`config.mk`:
```
export PLATFORM = sky130hd
export DESIGN_NAME = mem_port_arbiter
export DESIGN_NICKNAME = d
export VERILOG_FILES = /design/src/rtl/mem_arb_pkg.sv /design/src/rtl/mem_arb_pick.sv /design/src/rtl/mem_port_arbiter.sv
export SDC_FILE = /design/constraint.sdc
export NUM_CORES = 1
export LEC_CHECK = 0
export BUFFER_PORTS_ARGS = -buffer_cell sky130_fd_sc_hd__buf_2
export CORE_UTILIZATION = 50
export DETAILED_ROUTE_END_ITERATION = 6
export PLACE_DENSITY = 0.92
export SLEW_MARGIN = 20
export SYNTH_ARGS = -nofsm -noshare
export SYNTH_HDL_FRONTEND = slang
export SYNTH_HIERARCHICAL = 1
export SYNTH_SLANG_ARGS = --single-unit
```
`constraint.sdc`:
```
create_clock -name clk -period 3 [get_ports clk]
set_clock_uncertainty 0.15 [all_clocks]
set_input_delay 0.15 -clock clk [delete_from_list [all_inputs] [get_ports clk]]
set_output_delay 0.15 -clock clk [all_outputs]
set_load 0.02 [all_outputs]
```
`src/rtl/mem_arb_pkg.sv`:
```
// mem_arb_pkg: shared state, owner and access-size codes for the memory port arbiter.
package mem_arb_pkg;

    typedef enum logic [1:0] {
        ST_IDLE = 2'd0,
        ST_ADDR = 2'd1,
        ST_DATA = 2'd2,
        ST_RESP = 2'd3
    } state_e;

    typedef enum logic [1:0] {
        OWN_NONE = 2'd0,
        OWN_I    = 2'd1,
        OWN_D    = 2'd2
    } owner_e;

    localparam logic [1:0] SZ_BYTE = 2'd0;
    localparam logic [1:0] SZ_HALF = 2'd1;
    localparam logic [1:0] SZ_WORD = 2'd2;

endpackage

```
`src/rtl/mem_arb_pick.sv`:
```
// mem_arb_pick: combinational grant selector for the fetch and data ports.
// MEM_ARB_RR_EN selects round-robin; otherwise data has fixed priority over fetch.
module mem_arb_pick
    import mem_arb_pkg::*;
(
    input  logic   inst_req,
    input  logic   data_req,
    input  owner_e last_owner,
    output logic   grant_i,
    output logic   grant_d
);

`ifdef MEM_ARB_RR_EN
    // On contention, the port that was not served last wins.
    assign grant_d = data_req & (~inst_req | (last_owner != OWN_D));
`else
    logic unused_last;
    assign unused_last = ^last_owner;
    assign grant_d     = data_req;
`endif
    assign grant_i = inst_req & ~grant_d;

endmodule

```
`src/rtl/mem_port_arbiter.sv`:
```
// mem_port_arbiter: shares one SRAM-like bus between fetch and data ports, one transaction at a time.
// Define MEM_ARB_RR_EN for round-robin arbitration instead of fixed data-over-fetch priority.
module mem_port_arbiter
    import mem_arb_pkg::*;
#(
    parameter int ADDR_W = 32,
    parameter int DATA_W = 32
) (
    input  logic              clk,
    input  logic              rstn,
    input  logic              inst_req,
    input  logic [ADDR_W-1:0] inst_addr,
    output logic [DATA_W-1:0] inst_rdata,
    output logic              inst_done,
    output logic              inst_stall,
    input  logic              data_req,
    input  logic              data_wr,
    input  logic [1:0]        data_size,
    input  logic [ADDR_W-1:0] data_addr,
    input  logic [DATA_W-1:0] data_wdata,
    output logic [DATA_W-1:0] data_rdata,
    output logic              data_done,
    output logic              data_stall,
    output logic              bus_req,
    output logic              bus_wr,
    output logic [1:0]        bus_size,
    output logic [ADDR_W-1:0] bus_addr,
    output logic [DATA_W-1:0] bus_wdata,
    input  logic              bus_addr_ok,
    input  logic              bus_data_ok,
    input  logic [DATA_W-1:0] bus_rdata
);

    state_e state_q;
    owner_e owner_q;
    owner_e last_owner;
    logic   grant_i;
    logic   grant_d;
    logic   fin;

`ifdef MEM_ARB_RR_EN
    owner_e last_owner_q;
    assign last_owner = last_owner_q;
`else
    assign last_owner = OWN_I;
`endif

    mem_arb_pick u_pick (
        .inst_req  (inst_req),
        .data_req  (data_req),
        .last_owner(last_owner),
        .grant_i   (grant_i),
        .grant_d   (grant_d)
    );

    assign inst_stall = inst_req & ~inst_done;
    assign data_stall = data_req & ~data_done;
    // Data phase completes either together with address acceptance or later in DATA.
    assign fin = bus_data_ok & (((state_q == ST_ADDR) & bus_addr_ok) | (state_q == ST_DATA));

    always_ff @(posedge clk or negedge rstn) begin
        if (!rstn) begin
            state_q    <= ST_IDLE;
            owner_q    <= OWN_NONE;
`ifdef MEM_ARB_RR_EN
            last_owner_q <= OWN_I;
`endif
            bus_req    <= 1'b0;
            bus_wr     <= 1'b0;
            bus_size   <= 2'd0;
            bus_addr   <= '0;
            bus_wdata  <= '0;
            inst_rdata <= '0;
            data_rdata <= '0;
            inst_done  <= 1'b0;
            data_done  <= 1'b0;
        end else begin
            case (state_q)
                ST_IDLE: if (grant_d || grant_i) begin
                    owner_q   <= grant_d ? OWN_D : OWN_I;
`ifdef MEM_ARB_RR_EN
                    last_owner_q <= grant_d ? OWN_D : OWN_I;
`endif
                    bus_req   <= 1'b1;
                    bus_wr    <= grant_d & data_wr;
                    bus_size  <= grant_d ? data_size : SZ_WORD;
                    bus_addr  <= grant_d ? data_addr : inst_addr;
                    bus_wdata <= grant_d ? data_wdata : '0;
                    state_q   <= ST_ADDR;
                end
                ST_ADDR: if (bus_addr_ok) begin
                    bus_req <= 1'b0;
                    state_q <= bus_data_ok ? ST_RESP : ST_DATA;
                end
                ST_DATA: if (bus_data_ok) state_q <= ST_RESP;
                ST_RESP: begin
                    inst_done <= 1'b0;
                    data_done <= 1'b0;
                    owner_q   <= OWN_NONE;
                    state_q   <= ST_IDLE;
                end
                default: state_q <= ST_IDLE;
            endcase
            if (fin) begin
                inst_done <= (owner_q == OWN_I);
                data_done <= (owner_q == OWN_D);
                if (owner_q == OWN_I) inst_rdata <= bus_rdata;
                if (owner_q == OWN_D && !bus_wr) data_rdata <= bus_rdata;
            end
        end
    end

endmodule
```
==> impl_metrics.toml <==
[global_route]
use_met1_pct = 37.2
overflow = 0
grt_pass1_wl_um = 29700
grt_antenna_before_repair = 1
groute.layer.met2.usage_pct = 60.4
grt_pass1_vias = 5587
grt_start_max_net_pins = 81
top_usage_layer = "met2"
use_met3_pct = 9.40
track_usage_pct = 34.5

[route]
wl_um = 19600
wl_per_cell_um = 20.4
ant_nets = 0
drtIter0Drc = 412
first_pass_iters = 4
route.detailed.drc = 0
vias_per_cell = 5.40
via_count = 5193

[timing]
rsz0062_at_grt = "false"
layout_setup_ws_ns = 0.547
period_needed_ns = 2.45
fmax_ghz = 0.408
maxSlewViolCount = 0
fin_crit_sh_pct = 81.8
hold_viol = 0
relSlewSlack_pct = 29.0
setup_viol = 0
worst_pin_slew_ns = 1.06
tns_ns = 0

[placement]
dp_hpwl_um = 10300
placed_cell_area_sq_um = 7130
numPortBuffers = 272
gp_congestion = 0.784
dp_slack_ns = 0.602

[critical_path]
reg2reg_depth = 7
worstPathArrival_ns = 2.70
endpoint_kind = "flop"
crit_path_start_kind = "flop"
cp.required_ns = 3.24
crit_fanout = 32
critPathKind = "flop to flop"

[floorplanning]
io_pins = 273
core_sq_um = 10900
die_x_um = 108
fp.dieH_um = 108
die_area_sq_um = 11700
start_util_pct = 51.8
rows = 38

[clock_network]
cts_buffers = 17
tritoncts = "done"
clk-insertion-delay-late_ns = 0.52
post_cts_resized = 0
cts.sinks = 138
path_clk_slew_ns = 0.06
cts_buffer_depth = 2
root_buffer = "clkbuf_8"
htreeDepth = 4

[synth]
synth_cells = 404
synth_nets = 546
syn_area_sq_um = 5640
yosysWarningCount = 6
syn_area_per_cell_sq_um = 14.0

[run_status]
status = "complete, no violations"

[power]
p_per_area_nw_per_um2 = 1000
p_leak_nw = 4.86
vdd_drop_max_mv = 0.628

[finish]
drive_above_1_share_pct = 45.6
final_nets = 951
fin_util_pct = 82.6
area_growth_pct = 59.5
final_cell_area_sq_um = 8990

[run]
cap_violations = 0

[hold_path]
hp-class = "input pin to asynchronous set/reset pin"
power by group:
group | total (W) | switching (W) | leakage, nW | internal (W)
combinational | 0.00388 | 0.00228 | 2.86 | 0.00160
clock | 0.00188 | 0.000778 | 0.250 | 0.00111
sequential | 0.00326 | 0.000560 | 1.76 | 0.00270
cells in the final DEF, fill, tap and decap left out, types with 5 or more instances in the layout:
cell type,n
buf_2,271
dfrtp_1,138
dlygate4sd3_1,134
a22o_1,37
mux2_2,35
nand2_1,34
o21ai_0,34
mux2i_1,33
mux2_4,30
clkbuf_16,16
inv_1,7
ha_1,5
area by class of cell:
class | count | area [sq um]
Antenna cell | 1 | 2.50
Clock buffer | 22 | 443
Clock inverter | 8 | 73.8
Fill cell | 528 | 1900
Inverter | 7 | 26.3
Multi-Input combinational cell | 233 | 2040
Sequential cell | 138 | 3450
Tap cell | 140 | 175
Timing Repair Buffer | 412 | 2780
worst max-delay path, cell delays in order, from the launching register on:
cell     delay (ns)
dfrtp_1        0.42
inv_1          0.12
ha_1           0.23
a21o_2         0.17
nand2_2        0.07
or3_2          0.45
buf_4          0.33
mux2_2         0.38
sequential cells by signal (all words and copies together), names as in the netlist:
register,cells
bus_wr,1
inst_done,1
inst_rdata,32
state_q,2
owner_q,2
bus_req,1
bus_size,2
bus_wdata,32
data_rdata,32
data_done,1
bus_addr,32
routing by layer:
metal	vias up	wire length, um
li1	2248	-
met1	2519	7070
met2	336	10000
met3	90	1420
met4	0	1080
met5	-	0
what timing repair did:
item,CTS,global route
setup buffers,0,0
hold buffers,134,0
hold endpoints to repair,215,0
final timing paths:
path                               from  slack [ns]        endpoint
min                                rstn        0.07  data_rdata[29]
max                          state_q[1]        0.55  data_rdata[16]
min in group clk               data_req        0.07      owner_q[0]
max reg2reg                  state_q[1]        0.55  data_rdata[16]
max in group asynchronous          rstn        1.81     bus_addr[2]
min reg2reg                bus_addr[12]        0.33    bus_addr[12]
per-stage QoR:
stage | hold WS [ns] | power, W | instances
final | 0.0740 | 0.00902 | 961
after global placement | 0.0694 | 0.00654 | 796
after global routing | 0.103 | 0.00942 | 961
after floorplan | -0.296 | 0.00542 | 404
after detailed placement | 0.0763 | 0.00676 | 796
after CTS | 0.0548 | 0.00880 | 960
No activity file was read; power rests on OpenSTA's default activity.
